`config.mk`:
```
export PLATFORM = sky130hd
export DESIGN_NAME = baseband_nco
export DESIGN_NICKNAME = d
export VERILOG_FILES = /design/src/rtl/baseband_pkg.sv /design/src/rtl/baseband_sin_rom.sv /design/src/rtl/baseband_nco.sv
export SDC_FILE = /design/constraint.sdc
export NUM_CORES = 1
export LEC_CHECK = 0
export ABC_AREA = 1
export CORE_UTILIZATION = 30
export CTS_CLUSTER_SIZE = 14
export DETAILED_ROUTE_END_ITERATION = 6
export HOLD_SLACK_MARGIN = 0.1
export MAX_ROUTING_LAYER = met4
export PLACE_DENSITY_LB_ADDON = 0.1
export SLEW_MARGIN = 20
export SYNTH_ARGS = -nofsm -noshare
export SYNTH_HDL_FRONTEND = slang
export SYNTH_SLANG_ARGS = --single-unit
```
`constraint.sdc`:
```
create_clock -name clk1 -period 5.3 [get_ports clk1]
set_input_delay 1.59 -clock clk1 [delete_from_list [all_inputs] [get_ports clk1]]
set_output_delay 1.59 -clock clk1 [all_outputs]
set_load 0.02 [all_outputs]
```
`src/rtl/baseband_pkg.sv`:
```
// Shared definitions for the baseband NCO: mode encodings and default parameters.
package baseband_pkg;

  typedef enum logic [1:0] {
    MODE_SINE   = 2'd0,
    MODE_SQUARE = 2'd1,
    MODE_SAW    = 2'd2,
    MODE_DC     = 2'd3
  } mode_e;

  localparam int DEF_DATA_W  = 8;
  localparam int DEF_PHASE_W = 16;
  localparam int DEF_LUT_AW  = 4;
  localparam int DEF_PEAK    = 100;
  localparam int DEF_FCW_RST = 4096;

endpackage

```
`src/rtl/baseband_sin_rom.sv`:
```
// Full-period sine ROM, offset binary around PEAK. Contents are fixed at
// elaboration with an integer Taylor series so no real arithmetic is needed.
module baseband_sin_rom #(
  parameter int DATA_W = 8,
  parameter int LUT_AW = 4,
  parameter int PEAK   = 100
) (
  input  logic [LUT_AW-1:0] idx_i,
  output logic [DATA_W-1:0] data_o
);

  // round(PEAK + PEAK*sin(2*pi*k/2^LUT_AW)) in Q30 fixed point.
  function automatic logic [DATA_W-1:0] sine_entry(input longint k);
    longint one, pi_q30, n, a, x, x2, term, acc, val;
    bit     neg;
    one    = longint'(1) << 30;
    pi_q30 = 64'sd3373259426;
    n      = longint'(1) << LUT_AW;
    a      = k;
    neg    = 1'b0;
    // Fold onto the first quadrant: second half is the negated first half.
    if (2 * a >= n) begin
      neg = 1'b1;
      a   = a - n / 2;
    end
    if (4 * a > n) a = n / 2 - a;
    x    = (2 * pi_q30 * a) / n;
    x2   = (x * x) >>> 30;
    term = x;
    acc  = x;
    for (int j = 1; j <= 7; j++) begin
      term = -(((term * x2) >>> 30) / longint'(2 * j * (2 * j + 1)));
      acc  = acc + term;
    end
    val = longint'(PEAK) * one;
    if (neg) val = val - longint'(PEAK) * acc;
    else     val = val + longint'(PEAK) * acc;
    return DATA_W'((val + (one >>> 1)) >>> 30);
  endfunction

  logic [DATA_W-1:0] rom [2**LUT_AW];

  for (genvar gi = 0; gi < 2**LUT_AW; gi++) begin : g_rom
    localparam logic [DATA_W-1:0] ENTRY = sine_entry(longint'(gi));
    assign rom[gi] = ENTRY;
  end

  assign data_o = rom[idx_i];

endmodule

```
`src/rtl/baseband_nco.sv`:
```
// Numerically controlled baseband generator: phase accumulator with
// wrap-synchronised retuning, followed by a two-stage waveform pipeline.
module baseband_nco
  import baseband_pkg::*;
#(
  parameter int DATA_W  = DEF_DATA_W,
  parameter int PHASE_W = DEF_PHASE_W,
  parameter int LUT_AW  = DEF_LUT_AW,   // must not exceed PHASE_W
  parameter int PEAK    = DEF_PEAK,     // 2*PEAK must fit in DATA_W bits
  parameter int FCW_RST = DEF_FCW_RST
) (
  input  logic               clk1,
  input  logic               rst,
  input  logic               en,
  input  logic               phase_clr,
  input  logic [1:0]         mode,
  input  logic [PHASE_W-1:0] fcw_in,
  input  logic               fcw_load,
  output logic               fcw_busy,
  output logic [DATA_W-1:0]  bb_out,
  output logic               bb_valid,
  output logic               wrap_tick
);

  localparam int MW = DATA_W + LUT_AW + 1;

  logic [PHASE_W-1:0] phase_q, phase_d;
  logic [PHASE_W-1:0] fcw_act_q, fcw_act_d;
  logic [PHASE_W-1:0] fcw_pend_q, fcw_pend_d;
  logic               busy_q, busy_d;
  logic               wrap_q, wrap_d;
  logic [PHASE_W:0]   sum_w;

  logic [LUT_AW-1:0]  s1_idx_q;
  mode_e              s1_mode_q;
  logic               s1_valid_q;
  logic [DATA_W-1:0]  bb_out_q, sample_d, sin_val;
  logic               bb_valid_q;
  logic [MW-1:0]      saw_full;

  // Accumulator next state and the retune handshake around the wrap.
  always_comb begin
    sum_w      = {1'b0, phase_q} + {1'b0, fcw_act_q};
    phase_d    = phase_q;
    wrap_d     = 1'b0;
    fcw_act_d  = fcw_act_q;
    fcw_pend_d = fcw_pend_q;
    busy_d     = busy_q;
    if (phase_clr) begin
      phase_d = '0;
    end else if (en) begin
      phase_d = sum_w[PHASE_W-1:0];
      wrap_d  = sum_w[PHASE_W];
    end
    // A pending word goes live on a carry edge, or at once on a phase clear.
    if (busy_q && (phase_clr || (en && sum_w[PHASE_W]))) begin
      fcw_act_d = fcw_pend_q;
      busy_d    = 1'b0;
    end
    // A fresh load always lands after the apply above, so a load on the
    // carry edge stays pending for the following wrap.
    if (fcw_load) begin
      if (en) begin
        fcw_pend_d = fcw_in;
        busy_d     = 1'b1;
      end else begin
        fcw_act_d  = fcw_in;
        fcw_pend_d = '0;
        busy_d     = 1'b0;
      end
    end
  end

  // Accumulator and retune registers.
  always_ff @(posedge clk1 or posedge rst) begin
    if (rst) begin
      phase_q    <= '0;
      wrap_q     <= 1'b0;
      fcw_act_q  <= PHASE_W'(FCW_RST);
      fcw_pend_q <= '0;
      busy_q     <= 1'b0;
    end else begin
      phase_q    <= phase_d;
      wrap_q     <= wrap_d;
      fcw_act_q  <= fcw_act_d;
      fcw_pend_q <= fcw_pend_d;
      busy_q     <= busy_d;
    end
  end

  baseband_sin_rom #(
    .DATA_W (DATA_W),
    .LUT_AW (LUT_AW),
    .PEAK   (PEAK)
  ) u_rom (
    .idx_i  (s1_idx_q),
    .data_o (sin_val)
  );

  // Waveform selection for the sample held in stage 1.
  always_comb begin
    saw_full = MW'(s1_idx_q) * MW'(2 * PEAK);
    sample_d = DATA_W'(PEAK);
    case (s1_mode_q)
      MODE_SINE:   sample_d = sin_val;
      MODE_SQUARE: sample_d = s1_idx_q[LUT_AW-1] ? '0 : DATA_W'(2 * PEAK);
      MODE_SAW:    sample_d = DATA_W'(saw_full >> LUT_AW);
      MODE_DC:     sample_d = DATA_W'(PEAK);
      default:     sample_d = DATA_W'(PEAK);
    endcase
  end

  // Two-stage sample pipeline; everything freezes while en is low.
  always_ff @(posedge clk1 or posedge rst) begin
    if (rst) begin
      s1_idx_q   <= '0;
      s1_mode_q  <= MODE_SINE;
      s1_valid_q <= 1'b0;
      bb_out_q   <= DATA_W'(PEAK);
      bb_valid_q <= 1'b0;
    end else if (en) begin
      s1_idx_q   <= phase_q[PHASE_W-1 -: LUT_AW];
      s1_mode_q  <= mode_e'(mode);
      s1_valid_q <= 1'b1;
      bb_out_q   <= sample_d;
      bb_valid_q <= s1_valid_q;
    end else begin
      bb_valid_q <= 1'b0;
    end
  end

  assign fcw_busy  = busy_q;
  assign bb_out    = bb_out_q;
  assign bb_valid  = bb_valid_q;
  assign wrap_tick = wrap_q;

endmodule

```
Word-level counts from Yosys, hierarchy flattened
Memories as Yosys holds them, arrays and structs flattened.
Cells that the tools add are included.
{"block": "op_classes", "n_reduce_logical": 6, "n_lt_le_gt_ge": 1, "n_addsub": 1, "eq_ne": 3, "n_bitwise": 1, "n_mux": 16, "mul": 1}
{"operator": "16-bit two-way mux", "count": 6}
{"operator": "8-bit case mux with 4 select lines", "count": 1}
{"operator": "8-bit two-way mux", "count": 3}
{"operator": "16-bit by 16-bit adder with 17-bit output", "count": 1}
{"operator": "4-bit by 5-bit multiplier with 9-bit output, second input constant", "count": 1}
{"operator": "1-bit two-way mux", "count": 6}
{"operator": "5-bit greater-or-equal comparator, second input constant", "count": 1}
{"operator": "4-bit inverter with 5-bit output", "count": 1}
{"operator": "2-bit equality test, second input constant", "count": 2}
{"operator": "2-bit nonzero test", "count": 2}
{"operator": "2-bit by 1-bit equality test with 1-bit output, second input constant", "count": 1}
{"operator": "1-bit logical AND", "count": 2}
{"operator": "2-bit zero test", "count": 1}
{"operator": "1-bit logical OR", "count": 1}
{"block": "word_totals", "romBits": 128, "n_memories": 1, "register_bits": 66}
{"name": "(name not given)", "words": 16, "width": 8, "rd": 1, "rd_ports_with_merged_regs": 0, "wr": 0, "line_no": "baseband_sin_rom.sv:48", "rtl": "assign data_o = rom[idx_i];"}

Logic depth before layout (Yosys ltp)
Gate-level depths: netlist (run 1).
{"block": "depth", "ltp_word": 7, "depth_mapped": 17, "mapped_depth_nobuf": 16}

By module
Synthesis (run 1) repeated with hierarchy kept, for this count alone.
{"block": "hier_totals", "cells_unflattened": 543, "area_unflattened_um2": 4205.3}
{"mod": "baseband_nco", "seq_area_each_um2": 1656.6, "cells_each": 502, "area_per_inst_um2": 3978.8, "n_inst": 1}
{"mod": "baseband_sin_rom", "seq_area_each_um2": 0.0, "cells_each": 41, "area_per_inst_um2": 226.5, "n_inst": 1}

Least setup slack after synthesis (run 1)
OpenSTA, ideal clock, no wires.
{"block": "synth_timing", "path_type": "input-to-reg", "startpoint": "in en", "endpoint": "reg fcw_act_q[0]", "setup_time_ns": 0.117, "t_arrival_ns": 2.499, "slack_ns": 2.684, "n_path_buf": 2, "stages": 6, "path_cell_list": "buf_4 nor2_2 clkinv_1 clkbuf_1 nor2_1 nor2_1"}
{"block": "synth_between", "elab_chain_cells": 6}
{"item": "start, declared", "line_no": "baseband_nco.sv:14", "rtl": "input logic en,"}
{"item": "1-bit logical AND", "line_no": "baseband_nco.sv:56", "rtl": "if (busy_q && (phase_clr || (en && sum_w[PHASE_W]))) begin"}
{"item": "1-bit logical OR", "line_no": "baseband_nco.sv:56"}
{"item": "1-bit logical AND", "line_no": "baseband_nco.sv:56"}
{"item": "16-bit two-way mux", "line_no": "baseband_nco.sv:56"}
{"item": "16-bit two-way mux", "line_no": "baseband_nco.sv:63", "rtl": "if (en) begin"}
{"item": "16-bit two-way mux (*)", "line_no": "baseband_nco.sv:62", "rtl": "if (fcw_load) begin"}
{"item": "net fcw_act_d[0]", "line_no": "baseband_nco.sv:28", "rtl": "logic [PHASE_W-1:0] fcw_act_q, fcw_act_d;"}
{"item": "end signal, assigned", "line_no": "baseband_nco.sv:79", "rtl": "fcw_act_q <= PHASE_W'(FCW_RST);"}
{"item": "end signal, assigned", "line_no": "baseband_nco.sv:85", "rtl": "fcw_act_q <= fcw_act_d;"}
{"item": "end, declared", "line_no": "baseband_nco.sv:28"}
The timed path passes the listed nets; every way through them passes the cells marked *.
A chain may end at the register's enable or synchronous reset.

Worst setup path after layout (run 1)
{"block": "layout_timing", "startpoint": "in en", "endpoint": "reg fcw_act_q[9]"}
The elaborated chain is that of the path after synthesis.

==> flow_metrics.env, run 1 <==
export IMPL_clock_fmax_mhz=284.2
export IMPL_path_max_fanout=26
export IMPL_holdWs_ns=0.4590
export IMPL_yosysTopAreaCellShare=0.3893
export IMPL_reg2reg_to="fcw_act_q[4]$_DFF_PP0_"
export IMPL_wire_per_inst_um=13.56
export IMPL_min_path_type="reg2reg"
export IMPL_pre_cts_ws_ns=1.420
export IMPL_synth_cell_types=38
export IMPL_synth_area_leaders="dfrtp_1, nand2_1, ha_1"
export IMPL_cts_tree="built"
export IMPL_synth_nets=571
export IMPL_yosys_most_used_dff="dfrtp_1"
export IMPL_start_util=0.3120
export IMPL_n_fill_cell=1339
export IMPL_setup_viol=0
export IMPL_cts_buffers=9
export IMPL_cts_resized_gates=0
export IMPL_finalWirelength_mm=9.847
export IMPL_die_y_um=117.3
export IMPL_finalPower_mw=1.875
export IMPL_synth_edf_count=0
export IMPL_htreeDepth=3
export IMPL_overflow=0
export IMPL_netlist_instances=516
export IMPL_maxSlewHeadroom=0.5314
export IMPL_multiInputGateArea_um2=2028
export IMPL_gp_congestion=0.8043
export IMPL_layout_setup_ws_ns=1.782
export IMPL_crit_path_end_kind="register"
export IMPL_clock_skew_ns=0.01122
export IMPL_grt_pass1_wl_mm=16.55
export IMPL_rsz0062_at_grt="false"
export IMPL_wl_met3_um=247
export IMPL_drtIter0Drc=99
export IMPL_cap_violations=0
export IMPL_grt_pass1_vias=3260
export IMPL_clkTransAtPathRegs_ns=0.06
export IMPL_worstMarginPinSlew_ns=0.7008
export IMPL_postCtsSetupBuffers=0
export IMPL_finalCritPeriodShare=0.6638
export IMPL_num_rows=41
export IMPL_cp_data_arrival_time_ns=3.73
export IMPL_grtUsageTotal=0.1647
export IMPL_antenna_left=0
export IMPL_worstSkewPairLatency_ns=0.34
export IMPL_hold_start="s1_valid_q$_DFFE_PP0P_"
export IMPL_max_stage_delay_ns=0.77
export IMPL_vdd_drop_max_mv=0.1511
export IMPL_crit_path_start_kind="input port"
export IMPL_synth_top_area_cell="dfrtp_1"
export IMPL_path_class="in2reg"
export IMPL_worstPathRequired_ns=5.52
export IMPL_drv_slew=0
export IMPL_async_flop_share=1.000
export IMPL_cts_root_buf="clkbuf_16"
export IMPL_drtPass1Iterations=4
export IMPL_wl_met1_mm=5.141
export IMPL_finalHoldViolCount=0
export IMPL_period_needed_ns=3.518
export IMPL_power_leakage_nw=2.371
export IMPL_startpoint="en"
export IMPL_worstHoldPathCells=2
export IMPL_outcome="complete, no violations"
export IMPL_syn_avg_cell_area_um2=7.723
export IMPL_drive_gt1_frac=0.06859
export IMPL_cp_top_family="buffers and inverters"
export IMPL_io_pins=34
export IMPL_tns_ns=0
export IMPL_dpl_hpwl_mm=7.238
export IMPL_power_density_nw_per_um2=393.2
export IMPL_clock_sinks=66
export IMPL_postPlaceCellArea_um2=4489
export IMPL_fin_nets=605
export IMPL_r2r_start="fcw_act_q[0]$_DFF_PP0_"
export IMPL_worstHoldEndpoint="bb_valid$_DFF_PP0_"
export IMPL_design_die_area_um2=13750
export IMPL_dr_wl_met2_mm=4.300
export IMPL_diodes=0
export IMPL_viasPerCell=4.598
export IMPL_cts_hold_buffers=0
export IMPL_port_buffers=33
export IMPL_grt_max_degree=35
export IMPL_ys_warn_count=0
export IMPL_synth_seq_cells=66
export IMPL_regArea_um2=1657
export IMPL_top_layer="met4"
export IMPL_core_area_um2=12770
export IMPL_cts_max_path_buffers=2
export IMPL_area_growth_syn_to_layout_pct=19.69
export IMPL_crit_path_frequent_cell="nor2_1"
export IMPL_r2r_slack_ns=3.00
export IMPL_finish_instance_area_um2=4770
export IMPL_via_count=3338
export IMPL_drcViolationCount=0
export IMPL_worst_path_buf_inv=2
export IMPL_crit_chain="clkdlybuf4s50_1 -> nor2_2 -> clkinv_1 -> nor2_1 -> nor2_1"
export IMPL_netlist_area_um2=3985
export IMPL_cp_slowest_cell="clkdlybuf4s50_1"
export IMPL_r2r_cells=15
export IMPL_seq_area_frac_synth=0.4157
export IMPL_fp_dieW_um=117.3
export IMPL_antenna_found_initial=0
[layout by cell type, fill, tap and decap left out, drive strengths merged, types with 8 or more instances in the layout]
master / Yosys / final
buf: 5 / 8
nand2: 128 / 128
inv: 52 / 52
dfrtp: 62 / 62
clkbuf: 13 / 11
nand3: 45 / 45
ha: 30 / 30
a21oi: 39 / 39
o21ai: 36 / 36
nor2: 57 / 57
xnor2: 8 / 8
clkdlybuf4s50: 0 / 33
[metrics by stage]
| step | instances | util |
|---|---|---|
| 6_report | 726 | 0.3734 |
| 5_1_grt | 726 | 0.3734 |
| 4_1_cts | 726 | 0.3734 |
| 3_5_place_dp | 711 | 0.3515 |
| 3_3_place_gp | 711 | 0.3515 |
| 2_1_floorplan | 516 | - |
[state kept, by name, indices dropped and copies added (netlist names)]
signal,cells
s1_idx_q,4
fcw_busy,1
fcw_pend_q,16
phase_q,16
wrap_tick,1
fcw_act_q,16
s1_valid_q,1
bb_valid,1
bb_out,8
s1_mode_q,2
[worst register-to-register path, cell delays in order, from the launching register on]
cell and delay, ns:
dfrtp_1 0.36, ha_1 0.17, inv_1 0.05, fa_1 0.36, inv_1 0.07, nand2_1 0.06, nand2_1 0.09, nand3_1 0.09
nand2_2 0.11, nand2_1 0.05, nand2_1 0.08, nand2_2 0.08, nand2_4 0.28, nand3_1 0.16, nand2_1 0.09, o21ai_1 0.07
[worst max path at each step]
stage / slack, ns / to / depth (start not counted)
floorplan: 2.06 / bb_out[0]$_DFFE_PP0P_ / 1
global placement: 1.43 / fcw_act_q[6]$_DFF_PP0_ / 5
detailed placement: 1.42 / fcw_act_q[9]$_DFF_PP0_ / 5
CTS: 1.76 / fcw_act_q[9]$_DFF_PP0_ / 5
global route: 1.41 / fcw_act_q[14]$_DFF_PP0_ / 6
finish: 1.78 / fcw_act_q[9]$_DFF_PP0_ / 5
[area by class of cell]
cell class,count,share of cell area
Clock buffer,11,0.05299
Clock inverter,4,0.005771
Inverter,53,0.04171
Multi-Input combinational cell,379,0.4252
Sequential cell,66,0.3473
Tap cell,172,0.04512
Timing Repair Buffer,41,0.08185
[per-layer routing]
| layer | vias up | GRT usage |
|---|---|---|
| li1 | 1758 | - |
| met1 | 1526 | 0.2290 |
| met2 | 42 | 0.2376 |
| met3 | 12 | 0.02369 |
| met4 | 0 | 0.07089 |
| met5 | - | - |
[logic make-up (layout without fill, tap and decap cells)]
group,Yosys count,in the layout,synth area share
buffers and inverters,71,109,0.07535
and+or+nand+nor,244,244,0.2549
adders and majority gates,32,32,0.1042
AOI/OAI and AO/OA,92,92,0.1256
DFF,66,66,0.4157
xor gates and xnor gates,11,11,0.02418
[cell usage after synthesis (2+ instances only)]
master	count
nand2_1	125
dfrtp_1	62
nor2_1	56
inv_1	51
nand3_1	45
a21oi_1	39
ha_1	30
o21ai_0	30
clkbuf_1	12
xnor2_1	8
o21ai_1	6
a31oi_1	5
nor3_1	5
or2_2	5
dfstp_2	4
o211ai_1	3
xor2_1	3
buf_4	2
buf_6	2
fa_1	2
nand2_2	2
nand4_1	2
o21bai_1	2
[power by group]
group | leakage [nW] | switching, mW | internal (mW)
clock | 0.130 | 0.221 | 0.338
combinational | 1.42 | 0.383 | 0.260
sequential | 0.825 | 0.0753 | 0.597
total | 2.37 | 0.680 | 1.20
Note: power is estimated with default switching activity, not from simulation.
==> inputs of run 2 (changes only) <==
clock period = 3.55 ns   (was 5.3 ns; I/O delays follow)
==> run 2 against run 1 <==
Global-route usage is 0.90 points higher; die area stayed put; sequential share of layout area is 0.49 points lower; utilization is 0.53 points higher; critical path depth is 4 lower; setup slack worse by 0.76 ns; clock-buffer cell count stayed put; first-iteration DRC count is 100% higher; clock power is 72% higher; worst hold slack better by 0.00071 ns; sequential cell count stayed put; via count is 3.4% higher; critical endpoint is now bb_out[6].
==> flow_metrics.env, run 2 (same netlist as run 1, synthesis figures left out) <==
export IMPL_cts_root_buf="clkbuf_16"
export IMPL_dpl_hpwl_mm=7.627
export IMPL_io_pins=34
export IMPL_vdd_drop_max_mv=0.2484
export IMPL_reg_largest_list="fcw_act_q x16, fcw_pend_q x16, phase_q x16"
export IMPL_finalCritPeriodShare=0.7134
export IMPL_start_util=0.3120
export IMPL_wire_per_inst_um=14.12
export IMPL_internal_power_mw=1.913
export IMPL_cts_max_path_buffers=2
export IMPL_antenna_left=0
export IMPL_die_y_um=117.3
export IMPL_pre_cts_ws_ns=0.8352
export IMPL_clkTransAtPathRegs_ns=0.06
export IMPL_crit_chain="clkdlybuf4s50_1"
export IMPL_reg2reg_to="fcw_act_q[15]$_DFF_PP0_"
export IMPL_cts_resized_gates=0
export IMPL_via_count=3451
export IMPL_power_density_nw_per_um2=609.6
export IMPL_r2r_cells=16
export IMPL_cts_hold_buffers=0
export IMPL_regArea_um2=1657
export IMPL_r2r_slack_ns=1.19
export IMPL_setup_viol=0
export IMPL_gp_congestion=0.8179
export IMPL_power_switching_mw=1.036
export IMPL_final_cell_mix="nand2_1, dfrtp_1, nor2_1, inv_1, nand3_1"
export IMPL_drcViolationCount=0
export IMPL_cp_slowest_cell="clkdlybuf4s50_1"
export IMPL_top_layer="met4"
export IMPL_finalWirelength_mm=10.30
export IMPL_min_path_type="reg2reg"
export IMPL_port_buffers=33
export IMPL_worstMarginPinSlew_ns=0.4588
export IMPL_clock_sinks=66
export IMPL_power_leakage_nw=2.411
export IMPL_hold_start="s1_valid_q$_DFFE_PP0P_"
export IMPL_htreeDepth=3
export IMPL_rsz0062_at_grt="false"
export IMPL_cts_tree="built"
export IMPL_antenna_found_initial=0
export IMPL_worstHoldPathCells=2
export IMPL_grtUsageTotal=0.1737
export IMPL_clock_power_share=0.326
export IMPL_overflow=0
export IMPL_outcome="complete, no violations"
export IMPL_worstSkewPairLatency_ns=0.34
export IMPL_grt_pass1_vias=3328
export IMPL_power_share_combinational=0.333
export IMPL_drtIter0Drc=198
export IMPL_clock_skew_ns=0.005548
export IMPL_num_rows=41
export IMPL_worst_path_buf_inv=1
export IMPL_period_needed_ns=2.533
export IMPL_drive_gt1_frac=0.07181
export IMPL_crit_path_end_kind="primary output"
export IMPL_r2r_start="phase_q[0]$_DFFE_PP0P_"
export IMPL_multiInputGateArea_um2=2028
export IMPL_fp_dieW_um=117.3
export IMPL_fin_nets=607
export IMPL_power_frac_seq=0.342
export IMPL_viasPerCell=4.734
export IMPL_switching_share=0.3512
export IMPL_cts_buffers=9
export IMPL_crit_path_start_kind="register"
export IMPL_tns_ns=0
export IMPL_maxSlewHeadroom=0.6937
export IMPL_area_growth_syn_to_layout_pct=21.38
export IMPL_wl_met1_mm=5.141
export IMPL_postCtsSetupBuffers=0
export IMPL_cap_violations=0
export IMPL_max_stage_delay_ns=0.60
export IMPL_clock_fmax_mhz=394.9
export IMPL_worstPathRequired_ns=2.48
export IMPL_n_fill_cell=1347
export IMPL_grt_max_degree=34
export IMPL_cp_top_family="buffers and inverters"
export IMPL_path_max_fanout=2
export IMPL_diodes=0
export IMPL_design_die_area_um2=13750
export IMPL_worstHoldEndpoint="bb_valid$_DFF_PP0_"
export IMPL_path_class="reg2out"
export IMPL_wl_met3_um=204
export IMPL_cp_data_arrival_time_ns=1.47
export IMPL_final_common_cell="nand2_1"
export IMPL_layout_setup_ws_ns=1.017
export IMPL_finalHoldViolCount=0
export IMPL_drv_slew=0
export IMPL_core_area_um2=12770
export IMPL_dr_wl_met2_mm=4.737
export IMPL_drtPass1Iterations=4
export IMPL_grt_pass1_wl_mm=17.03
## run 2: cell type report
class / instances / area share
inverters: 53 / 0.04113
flip-flops and latches: 66 / 0.3425
multi-input cells: 379 / 0.4193
well taps: 172 / 0.04449
clock buffers: 11 / 0.05018
clock inverters: 5 / 0.01604
repair buffers: 43 / 0.08639
## run 2: through the flow
stage	cell area (um^2)	power, mW	util	hold slack, ns	std cells
floorplan	3985	1.701	-	0.4281	516
finish	4837	2.949	0.3787	0.4597	729
detailed placement	4517	2.001	0.3536	0.4465	713
CTS	4837	2.994	0.3787	0.4613	729
global route	4837	3.158	0.3787	0.4815	729
global placement	4517	1.996	0.3536	0.4452	713
## run 2: worst max-delay path by stage
stage / from / end / slack, ns / depth (start not counted)
after floorplan: rst / bb_out[0]$_DFFE_PP0P_ / 0.84 / 1
after global placement: en / phase_q[12]$_DFFE_PP0P_ / 0.87 / 7
after detailed placement: en / phase_q[12]$_DFFE_PP0P_ / 0.84 / 7
after CTS: bb_out[6]$_DFFE_PP1P_ / bb_out[6] / 1.0 / 1
after global routing: fcw_act_q[0]$_DFF_PP0_ / fcw_act_q[15]$_DFF_PP0_ / 0.90 / 16
final: bb_out[6]$_DFFE_PP1P_ / bb_out[6] / 1.02 / 1
## run 2: per-layer routing
metal,vias to the layer above,track usage
met1,1628,0.2297
li1,1762,-
met2,46,0.2624
met4,0,0.08354
met3,15,0.02317
met5,-,-
## run 2: power groups by stage
stage | Combinational, mW | Sequential [mW] | Clock [mW]
after floorplan | 0.695 | 1.01 | 0
after global placement | 0.976 | 1.02 | 0
after detailed placement | 0.980 | 1.02 | 0
after CTS | 0.988 | 1.01 | 0.995
after global routing | 1.12 | 1.03 | 1.01
final | 0.981 | 1.01 | 0.961
==> inputs of run 3 (changes only) <==
clock period = 2.4 ns   (was 3.55 ns; I/O delays follow)
==> run 3 against run 2 <==
Via count fell by 1.8%; sequential share of layout area is 0.59 points lower; worst hold slack gained 0.0054 ns; clock skew about the same; sequential power rose by 47%; final area grew 1.8%; largest cell class unchanged.
==> flow_metrics.env, run 3 (same netlist as run 1, synthesis figures left out) <==
export IMPL_wl_met1_mm=5.099
export IMPL_path_max_fanout=2
export IMPL_worstMarginPinSlew_ns=0.7386
export IMPL_r2r_cells=8
export IMPL_worstPathRequired_ns=1.68
export IMPL_diodes=0
export IMPL_grt_pass1_vias=3257
export IMPL_io_pins=34
export IMPL_grt_max_degree=67
export IMPL_outcome="complete, no violations"
export IMPL_cp_data_arrival_time_ns=1.47
export IMPL_vdd_drop_max_mv=0.5023
export IMPL_fp_dieW_um=117.3
export IMPL_maxSlewHeadroom=0.5058
export IMPL_drtIter0Drc=126
export IMPL_power_frac_seq=0.327
export IMPL_finalPower_mw=4.522
export IMPL_power_share_combinational=0.328
export IMPL_clkTransAtPathRegs_ns=0.06
export IMPL_cts_max_path_buffers=2
export IMPL_path_class="reg2out"
export IMPL_power_density_nw_per_um2=918.0
export IMPL_antenna_left=0
export IMPL_cts_tree="built"
export IMPL_period_needed_ns=2.189
export IMPL_cap_violations=0
export IMPL_wire_per_inst_um=13.64
export IMPL_min_path_type="reg2reg"
export IMPL_clock_fmax_mhz=456.8
export IMPL_clock_skew_ns=0.005764
export IMPL_via_count=3390
export IMPL_dpl_hpwl_mm=7.186
export IMPL_max_stage_delay_ns=0.60
export IMPL_power_switching_mw=1.571
export IMPL_grtUsageTotal=0.1667
export IMPL_cts_buffers=9
export IMPL_final_cell_mix="nand2_1, dfrtp_1, nor2_1, inv_1, nand3_1"
export IMPL_grt_pass1_wl_mm=16.59
export IMPL_viasPerCell=4.619
export IMPL_final_common_cell="nand2_1"
export IMPL_cts_resized_gates=0
export IMPL_port_buffers=33
export IMPL_cts_root_buf="clkbuf_16"
export IMPL_start_util=0.3120
export IMPL_internal_power_mw=2.951
export IMPL_cp_slowest_cell="clkdlybuf4s50_1"
export IMPL_top_layer="met4"
export IMPL_drtPass1Iterations=4
export IMPL_crit_chain="clkdlybuf4s50_1"
export IMPL_cts_hold_buffers=0
export IMPL_postCtsSetupBuffers=0
export IMPL_switching_share=0.3475
export IMPL_design_die_area_um2=13750
export IMPL_finalWirelength_mm=10.01
export IMPL_worstSkewPairLatency_ns=0.34
export IMPL_htreeDepth=3
export IMPL_dr_wl_met2_mm=4.386
export IMPL_fin_nets=612
export IMPL_clock_power_share=0.345
export IMPL_crit_path_end_kind="primary output"
export IMPL_tns_ns=0
export IMPL_worst_path_buf_inv=1
export IMPL_gp_congestion=0.8141
export IMPL_num_rows=41
export IMPL_worstHoldPathCells=2
export IMPL_finalHoldViolCount=0
export IMPL_antenna_found_initial=0
export IMPL_clock_sinks=66
export IMPL_die_y_um=117.3
export IMPL_path_depth=1
export IMPL_wl_met3_um=371
export IMPL_rsz0062_at_grt="false"
export IMPL_layoutNonFillerInstCount=734
export IMPL_dp_cells=718
export IMPL_cp_top_family="buffers and inverters"
export IMPL_setup_viol=0
export IMPL_drive_gt1_frac=0.08363
export IMPL_overflow=0
export IMPL_core_area_um2=12770
export IMPL_crit_path_start_kind="register"
export IMPL_drcViolationCount=0
export IMPL_drv_slew=0
export IMPL_area_growth_syn_to_layout_pct=23.61
export IMPL_reg_largest_list="fcw_act_q x16, fcw_pend_q x16, phase_q x16"
export IMPL_power_leakage_nw=2.452
export IMPL_finalCritPeriodShare=0.9121
run 3: area by class of cell:
cell class | count | area (um^2)
tap | 172 | 215.2
clock inverter | 7 | 123.9
inverter | 53 | 198.9
sequential | 66 | 1658
multi-input combinational | 379 | 2037
clock buffer | 9 | 225.2
timing repair buffer | 48 | 467.9
fill | 1346 | 7848
run 3: power by group through the flow:
| stage | combinational (mW) | clock (mW) | sequential (mW) |
|---|---|---|---|
| CTS | 1.49 | 1.61 | 1.48 |
| global route | 1.71 | 1.64 | 1.51 |
| finish | 1.48 | 1.56 | 1.48 |
| floorplan | 1.03 | 0 | 1.49 |
| global placement | 1.49 | 0 | 1.50 |
| detailed placement | 1.48 | 0 | 1.50 |
run 3: final timing paths:
kind                       slack [ns]                 endpoint                     from
max                              0.21                bb_out[6]    bb_out[6]$_DFFE_PP1P_
min                              0.47       bb_valid$_DFF_PP0_   s1_valid_q$_DFFE_PP0P_
max reg2reg                      0.22    bb_out[4]$_DFFE_PP0P_  s1_idx_q[0]$_DFFE_PP0P_
min reg2reg                      0.47       bb_valid$_DFF_PP0_   s1_valid_q$_DFFE_PP0P_
max in group asynchronous        1.31  fcw_act_q[12]$_DFF_PP1_                      rst
min in group asynchronous        0.77   s1_valid_q$_DFFE_PP0P_                      rst
run 3: metal layers:
metal,global-route usage,vias to the layer above
met3,0.04068,9
met1,0.2234,1565
li1,-,1769
met4,0.06582,0
met5,-,-
met2,0.2408,47
run 3: per-stage QoR:
| step | util | instance area, um^2 | worst slack (ns) | hold slack (ns) |
|---|---|---|---|---|
| 5_1_grt | 0.3856 | 4926 | 0.02495 | 0.4968 |
| 6_report | 0.3856 | 4926 | 0.2109 | 0.4651 |
| 3_5_place_dp | 0.3575 | 4567 | 0.02311 | 0.4454 |
| 3_3_place_gp | 0.3575 | 4567 | 0.05771 | 0.4488 |
| 2_1_floorplan | - | 3985 | 0.03181 | 0.4281 |
| 4_1_cts | 0.3849 | 4916 | 0.1468 | 0.4759 |
